==> src/rtl/seq_signed_multiplier.sv <==
// seq_signed_multiplier
//   Sequential two's-complement add-shift multiplier, WIDTH x WIDTH -> 2*WIDTH.
//   The product is held in {X, A, B}. One multiplier bit is retired per COMPUTE cycle.
//   When the MSB (sign bit) of the multiplier is 1, the multiplicand is subtracted on the
//   final step instead of added.
//
//   Optional feature: define MULT_OVF_EN to add the Ovf port and its overflow logic.
//
//   Ports
//     Clk           clock, all state on posedge
//     Reset         synchronous active-high reset
//     ClearA_LoadB  in IDLE: A <= 0, X <= 0, B <= S
//     Run           a rising level in IDLE starts a multiply
//     S             switch operand (B on load, multiplicand on start)
//     X             sign-extension bit of A
//     Aval / Bval   upper / lower product halves
//     Busy          high in CLEAR and COMPUTE
//     Done          high in HOLD
//     Ovf           (MULT_OVF_EN only) product not representable in WIDTH bits signed
module seq_signed_multiplier #(
  parameter int unsigned WIDTH = 8
) (
  input  logic             Clk,
  input  logic             Reset,
  input  logic             ClearA_LoadB,
  input  logic             Run,
  input  logic [WIDTH-1:0] S,
  output logic             X,
  output logic [WIDTH-1:0] Aval,
  output logic [WIDTH-1:0] Bval,
  output logic             Busy,
  output logic             Done
`ifdef MULT_OVF_EN
  ,
  output logic             Ovf
`endif
);

  localparam int unsigned CntW = $clog2(WIDTH);

  typedef enum logic [1:0] {StIdle, StClear, StCompute, StHold} state_e;

  state_e            state_q, state_d;
  logic [WIDTH-1:0]  a_q, a_d;
  logic [WIDTH-1:0]  b_q, b_d;
  logic [WIDTH-1:0]  m_q, m_d;
  logic              x_q, x_d;
  logic [CntW-1:0]   count_q, count_d;
  // Set once Run has been seen low. A start requires it, so a Run level that is
  // still held after Reset or after HOLD cannot launch a second multiply.
  logic              armed_q, armed_d;

  logic              last_bit;
  logic [WIDTH:0]    xa, m_ext, sum;

  assign last_bit = (count_q == CntW'(WIDTH - 1));
  assign xa       = {x_q, a_q};
  assign m_ext    = {m_q[WIDTH-1], m_q};

  // WIDTH+1-bit signed partial sum; the final multiplier bit carries negative weight.
  always_comb begin
    sum = xa;
    if (b_q[0]) begin
      if (last_bit) sum = xa - m_ext;
      else          sum = xa + m_ext;
    end
  end

`ifdef MULT_OVF_EN
  logic ovf_q, ovf_d;
`endif

  always_comb begin
    state_d = state_q;
    a_d     = a_q;
    b_d     = b_q;
    m_d     = m_q;
    x_d     = x_q;
    count_d = count_q;
    armed_d = Run ? armed_q : 1'b1;
`ifdef MULT_OVF_EN
    ovf_d   = ovf_q;
`endif
    case (state_q)
      StIdle: begin
        if (Run && armed_q) begin
          state_d = StClear;
          armed_d = 1'b0;
        end else if (ClearA_LoadB) begin
          a_d = '0;
          x_d = 1'b0;
          b_d = S;
`ifdef MULT_OVF_EN
          ovf_d = 1'b0;
`endif
        end
      end
      StClear: begin
        m_d     = S;
        a_d     = '0;
        x_d     = 1'b0;
        count_d = '0;
        state_d = StCompute;
`ifdef MULT_OVF_EN
        ovf_d   = 1'b0;
`endif
      end
      StCompute: begin
        // Arithmetic shift right of {sum, B}; the sum's sign becomes the new X.
        x_d     = sum[WIDTH];
        a_d     = sum[WIDTH:1];
        b_d     = {sum[0], b_q[WIDTH-1:1]};
        count_d = count_q + CntW'(1);
        if (last_bit) begin
          state_d = StHold;
`ifdef MULT_OVF_EN
          // Upper half must be a pure sign extension of the lower half's MSB.
          ovf_d = (sum[WIDTH:1] != {WIDTH{sum[0]}});
`endif
        end
      end
      StHold: begin
        if (!Run) state_d = StIdle;
      end
      default: state_d = StIdle;
    endcase
  end

  always_ff @(posedge Clk) begin
    if (Reset) begin
      state_q <= StIdle;
      a_q     <= '0;
      b_q     <= '0;
      m_q     <= '0;
      x_q     <= 1'b0;
      count_q <= '0;
      armed_q <= 1'b0;
    end else begin
      state_q <= state_d;
      a_q     <= a_d;
      b_q     <= b_d;
      m_q     <= m_d;
      x_q     <= x_d;
      count_q <= count_d;
      armed_q <= armed_d;
    end
  end

`ifdef MULT_OVF_EN
  always_ff @(posedge Clk) begin
    if (Reset) ovf_q <= 1'b0;
    else       ovf_q <= ovf_d;
  end
  assign Ovf = ovf_q;
`endif

  assign X    = x_q;
  assign Aval = a_q;
  assign Bval = b_q;
  assign Busy = (state_q == StClear) || (state_q == StCompute);
  assign Done = (state_q == StHold);

endmodule
==> config.mk <==
export PLATFORM = sky130hd
export DESIGN_NAME = seq_signed_multiplier
export DESIGN_NICKNAME = d
export VERILOG_FILES = /design/src/rtl/seq_signed_multiplier.sv
export SDC_FILE = /design/constraint.sdc
export NUM_CORES = 1
export LEC_CHECK = 0
export BUFFER_PORTS_ARGS = -buffer_cell sky130_fd_sc_hd__buf_2
export CAP_MARGIN = 20
export CORE_ASPECT_RATIO = 1.4
export CORE_MARGIN = 1
export CORE_UTILIZATION = 40
export CTS_CLUSTER_DIAMETER = 150
export DETAILED_ROUTE_END_ITERATION = 16
export GPL_TIMING_DRIVEN = 0
export SLEW_MARGIN = 25
export SYNTH_ARGS = -nofsm -noshare
export SYNTH_HDL_FRONTEND = slang
export SYNTH_SLANG_ARGS = --single-unit
==> constraint.sdc <==
create_clock -name Clk -period 2.45 [get_ports Clk]
set_input_delay 0.49 -clock Clk [delete_from_list [all_inputs] [get_ports Clk]]
set_output_delay 0.49 -clock Clk [all_outputs]
set_load 0.01 [all_outputs]
# Word level (Yosys, flattened, before mapping)
# Index checks and enable logic that the tools add are counted.
word_totals:
  ff_bits: 31
  out_inout_bits: 19
  word_cells: 47
  input_bits: 12
op_classes:
  n_eq_ne: 9
  n_reduce_logical: 9
  n_mux: 19
  add_sub_neg: 3
op_table:
  columns: ["op", "n"]
  rows:
  - ["$mux 8", 4]
  - ["$pmux 8 s3", 1]
  - ["$mux 9", 2]
  - ["$pmux 8 s2", 1]
  - ["$ne 2x2->1 const B", 5]
  - ["$add 9x9->9", 1]
  - ["$reduce_and 3->1", 3]
  - ["$sub 9x9->9", 1]
  - ["$pmux 2 s4", 1]
  - ["$mux 2", 3]
  - ["$pmux 3 s2", 1]
  - ["$mux 1", 5]
  - ["$eq 2x2->1 const B", 2]
  - ["$reduce_bool 2->1", 2]
  - ["$add 3x1->3 const B", 1]
  - ["$eq 3x3->1 const B", 1]
  - ["$pmux 1 s3", 1]
  - ["$reduce_bool 3->1", 1]
  - ["$eq 2x1->1 const B", 1]
  - ["$logic_not 2->1", 1]
  - ["$logic_and 1x1->1", 1]
  - ["$logic_or 1x1->1", 1]

# Logic depth before layout (Yosys ltp)
depth:
  ltp_word: 4
  depth_mapped: 11

# Worst setup path after synthesis
# No wires, ideal clock.
synth_timing:
  path_kind: "reg-to-reg"
  startpoint: "reg count_q[0]"
  endpoint: "reg a_q[7] (netlist: Aval[7])"
  stages_incl_launch_ff: 12
  path_buffers: 1
  setup_slack_ns: 0.145
  period_less_slack_ns: 2.305
  t_arrival_ns: 2.233
  t_required_ns: 2.378
  setup_time_ns: 0.072
  cell_sequence: "dfxtp_1 > ha_1 > ha_1 > buf_6 > a31oi_1 > xnor2_1 > ha_1 > a21oi_1 > o21ai_0 > o21ai_0 > nor4b_4 > mux2i_1"
synth_between:
  elab_chain_cells: 4
synth_lines:
  columns: ["element", "line", "rtl"]
  rows:
  - ["start, declared", "48", "logic [CntW-1:0] count_q, count_d;"]
  - ["start signal, assigned", "144", "count_q <= count_d;"]
  - ["$eq 3x3->1", "56", "assign last_bit = (count_q == CntW'(WIDTH - 1));"]
  - ["$mux 9", "64", "if (last_bit) sum = xa - m_ext;"]
  - ["$mux 9", "63", "if (b_q[0]) begin"]
  - ["$pmux 8 s3", "84", "case (state_q)"]
  - ["end signal, assigned", "132", "a_q <= '0;"]
  - ["end signal, assigned", "140", "a_q <= a_d;"]
  - ["end, declared", "44", "logic [WIDTH-1:0] a_q, a_d;"]
# No other way between the ends.
# A chain may end at the register's enable or synchronous reset.

# Final worst setup path
layout_timing:
  startpoint: "reg count_q[1]"
  endpoint: "reg a_q[7] (netlist: Aval[7])"
# Same word-level chain as after synthesis.

==> metrics.txt <==
status=finished, final reports clean; unrepaired setup endpoints after global routing=yes; CP delay by family, top=adder cells; crit path max fanout=6; largest net degree at the start of global routing=11; placed cells=316; final period utilization=98.0%; cell area power density=1230 nW/um^2; clock period minus final worst setup slack=2400 ps; vias in the first global route=1652; critical path class=reg2reg; switching power of the nets=0.00138 W; # hold bufs at CTS=0; actual slew at the worst max-slew pin=609 ps; number of standard cells after synthesis=224; Synth cell types=50; die area=5220 um^2; top cell type's share of synthesized area=30.5%; largest cells by area after synthesis=dfxtp_1 (30%), ha_1 (10%), mux2i_1 (8.6%); Worst Skew=5.62 ps; CTS tree=yes; DR DRC count=0; final design utilization=54.6%; DRT Pass-1 Iters=4; commonest non-fill, non-tap cells in the layout=buf_2 (33), nor2_1 (28), dfxtp_1 (26); Hold Vio Cnt, Final=0; peak per-stage delay on the critical path=350 ps; CP Buf/Inv Count=0; hpwl dp=3.52 mm; Sw Share=44.2%; synth-to-layout area growth=28.6%; remaining antenna violation count=0; Clock Power Share=12.5%; Max rail drop VDD=0.479 mV; leading area contributor after synthesis=dfxtp_1; R2R cell count=9; CP Cell Sequence=ha_4, ha_4, mux2i_4, fa_2, nand3_4, a211oi_4, nor3_2, nor4b_4, mux2i_1; critical path depth in cells=9; Final nets=299; worst skew pair latency=290 ps; Buffers on Ports=30; crit end category=flip-flop; leak pwr=1.03 nW; register bit total from synthesis=30; max_cap viols=0; synth warn=0; row cnt=29; Min Hold Slack=426 ps; CTS max path bufs=2; most repeated library cell on the critical path=ha_4; die height=85.1 um; combinational power share=65.7%; fraction of layout cells with a size suffix above 1=34.1%; initial antenna violation count=0; final wirelength=5.10 mm; Ports=31; initial core utilization=42.4%; Total GRT Usage=21.1%; chip width=61.3 um; Core ar.=4640 um^2; first-pass GRT wire length=8.00 mm; Clock Pin Slew Worst Setup and Hold Paths=70 ps; CP arrival=2620 ps; EDFF count, synth=0; post-synthesis sequential area ratio=30.5%; synthesized net count=253; crit path launch type=flip-flop; synthesized area per cell=8.80 um^2; Finished Layout Cells=332; routed len/inst=15.4 um; setup violators final=0; Fillers=479; Max-slew headroom=59.4%; vias after detailed routing=1773; Slew Viols, Final=0; diode count=0; grt total ovfl=0; CP max-delay cell=dfxtp_2; Async S/R FF share, synth=0%; 1st-iter DRT viols=75; hold crit path type=in2reg; dominant synthesized flop cell=dfxtp_1; WHS Path Cells=2; Post-Syn Area=1970 um^2; RD Place Congestion=0.830; clock root cell=clkbuf_8; H-tree depth=2; Int Pwr=0.00174 W; clk sink count=30; Reg power frac=21.8%; highest clock rate=416 MHz; total CTS buffers=5; commonest non-fill, non-tap cell in the layout=buf_2; Worst EP required=2670 ps; via/cell ratio=5.34
-- layer usage --
metal | track usage (%) | wire length, um
met5 | 0 | 0
met4 | 9.30 | 144
met3 | 5.03 | 188
met2 | 35.2 | 2640
met1 | 24.8 | 2130
-- final timing paths --
kind               from         end  slack [ps]
max          count_q[1]     Aval[7]          50
min                 Run     armed_q         430
max reg2reg  count_q[1]     Aval[7]          50
min reg2reg  count_q[1]  count_q[1]         500
-- synth_stat cells, drive strengths merged (5+ instances only) --
| library cell | count |
|---|---|
| dfxtp | 30 |
| nor2 | 30 |
| a21oi | 24 |
| mux2i | 17 |
| ha | 16 |
| nand2 | 13 |
| inv | 10 |
| xnor2 | 7 |
| a211oi | 6 |
| buf | 6 |
| nand2b | 6 |
| o21ai | 6 |
| clkbuf | 5 |
| nand3 | 5 |
| nor3 | 5 |
-- power groups by stage --
| stage | registers, W | clock network [W] | logic (W) |
|---|---|---|---|
| floorplan | 0.000680 | 0 | 0.00124 |
| global placement | 0.000680 | 0 | 0.00155 |
| detailed placement | 0.000680 | 0 | 0.00157 |
| CTS | 0.000676 | 0.000397 | 0.00186 |
| global route | 0.000695 | 0.000420 | 0.00222 |
| finish | 0.000680 | 0.000388 | 0.00205 |
-- flip-flops by register name (all words and copies together), names as in the netlist --
name / cells
Bval: 8
Aval: 8
count_q: 3
m_q: 8
state_q: 2
armed_q: 1
-- worst register-to-register path, cell delays in order (launching register included) --
cell and delay [ps]:
dfxtp_2 350, ha_4 140, ha_4 220, mux2i_4 310
fa_2 300, nand3_4 110, a211oi_4 290, nor3_2 90
nor4b_4 290, mux2i_1 220
-- metrics by stage --
step           instance area [um^2]  total power (W)  worst slack (ps)  TNS (ps)
2_1_floorplan                  1970          0.00192               145         0
3_3_place_gp                   2200          0.00223              -142      -164
3_5_place_dp                   2200          0.00225              -183      -279
4_1_cts                        2460          0.00293              5.99         0
5_1_grt                        2530          0.00334             -35.4     -36.4
6_report                       2530          0.00311              47.9         0
-- logic make-up after synthesis --
group	synth area share, %
AND/OR/NAND/NOR	17.8
AO/OA/AOI/OAI	20.4
flip-flops	30.5
buffers and inverters	5.27
multiplexers	10.3
adder cells (fa/ha/maj)	11.2
XOR/XNOR	4.44
-- timing repair --
action,in CTS,in global routing
pin swaps,18,14
buffers inserted,9,2
setup endpoints to repair,5,5
resized for setup,28,13
hold endpoints to repair,0,0
-- final cells by class --
cell class              instances  area [um^2]  share of cell area (%)
repair buffers                 40          229                    9.04
inverters                      10         37.5                    1.48
multi-input cells             173         1450                    57.2
clock buffers                   5         68.8                    2.72
well taps                      62         77.6                    3.06
plain buffers                  10         55.1                    2.17
clock inverters                 2         10.0                   0.395
flip-flops and latches         30          606                    23.9
Note: power is estimated with default switching activity, not from simulation.
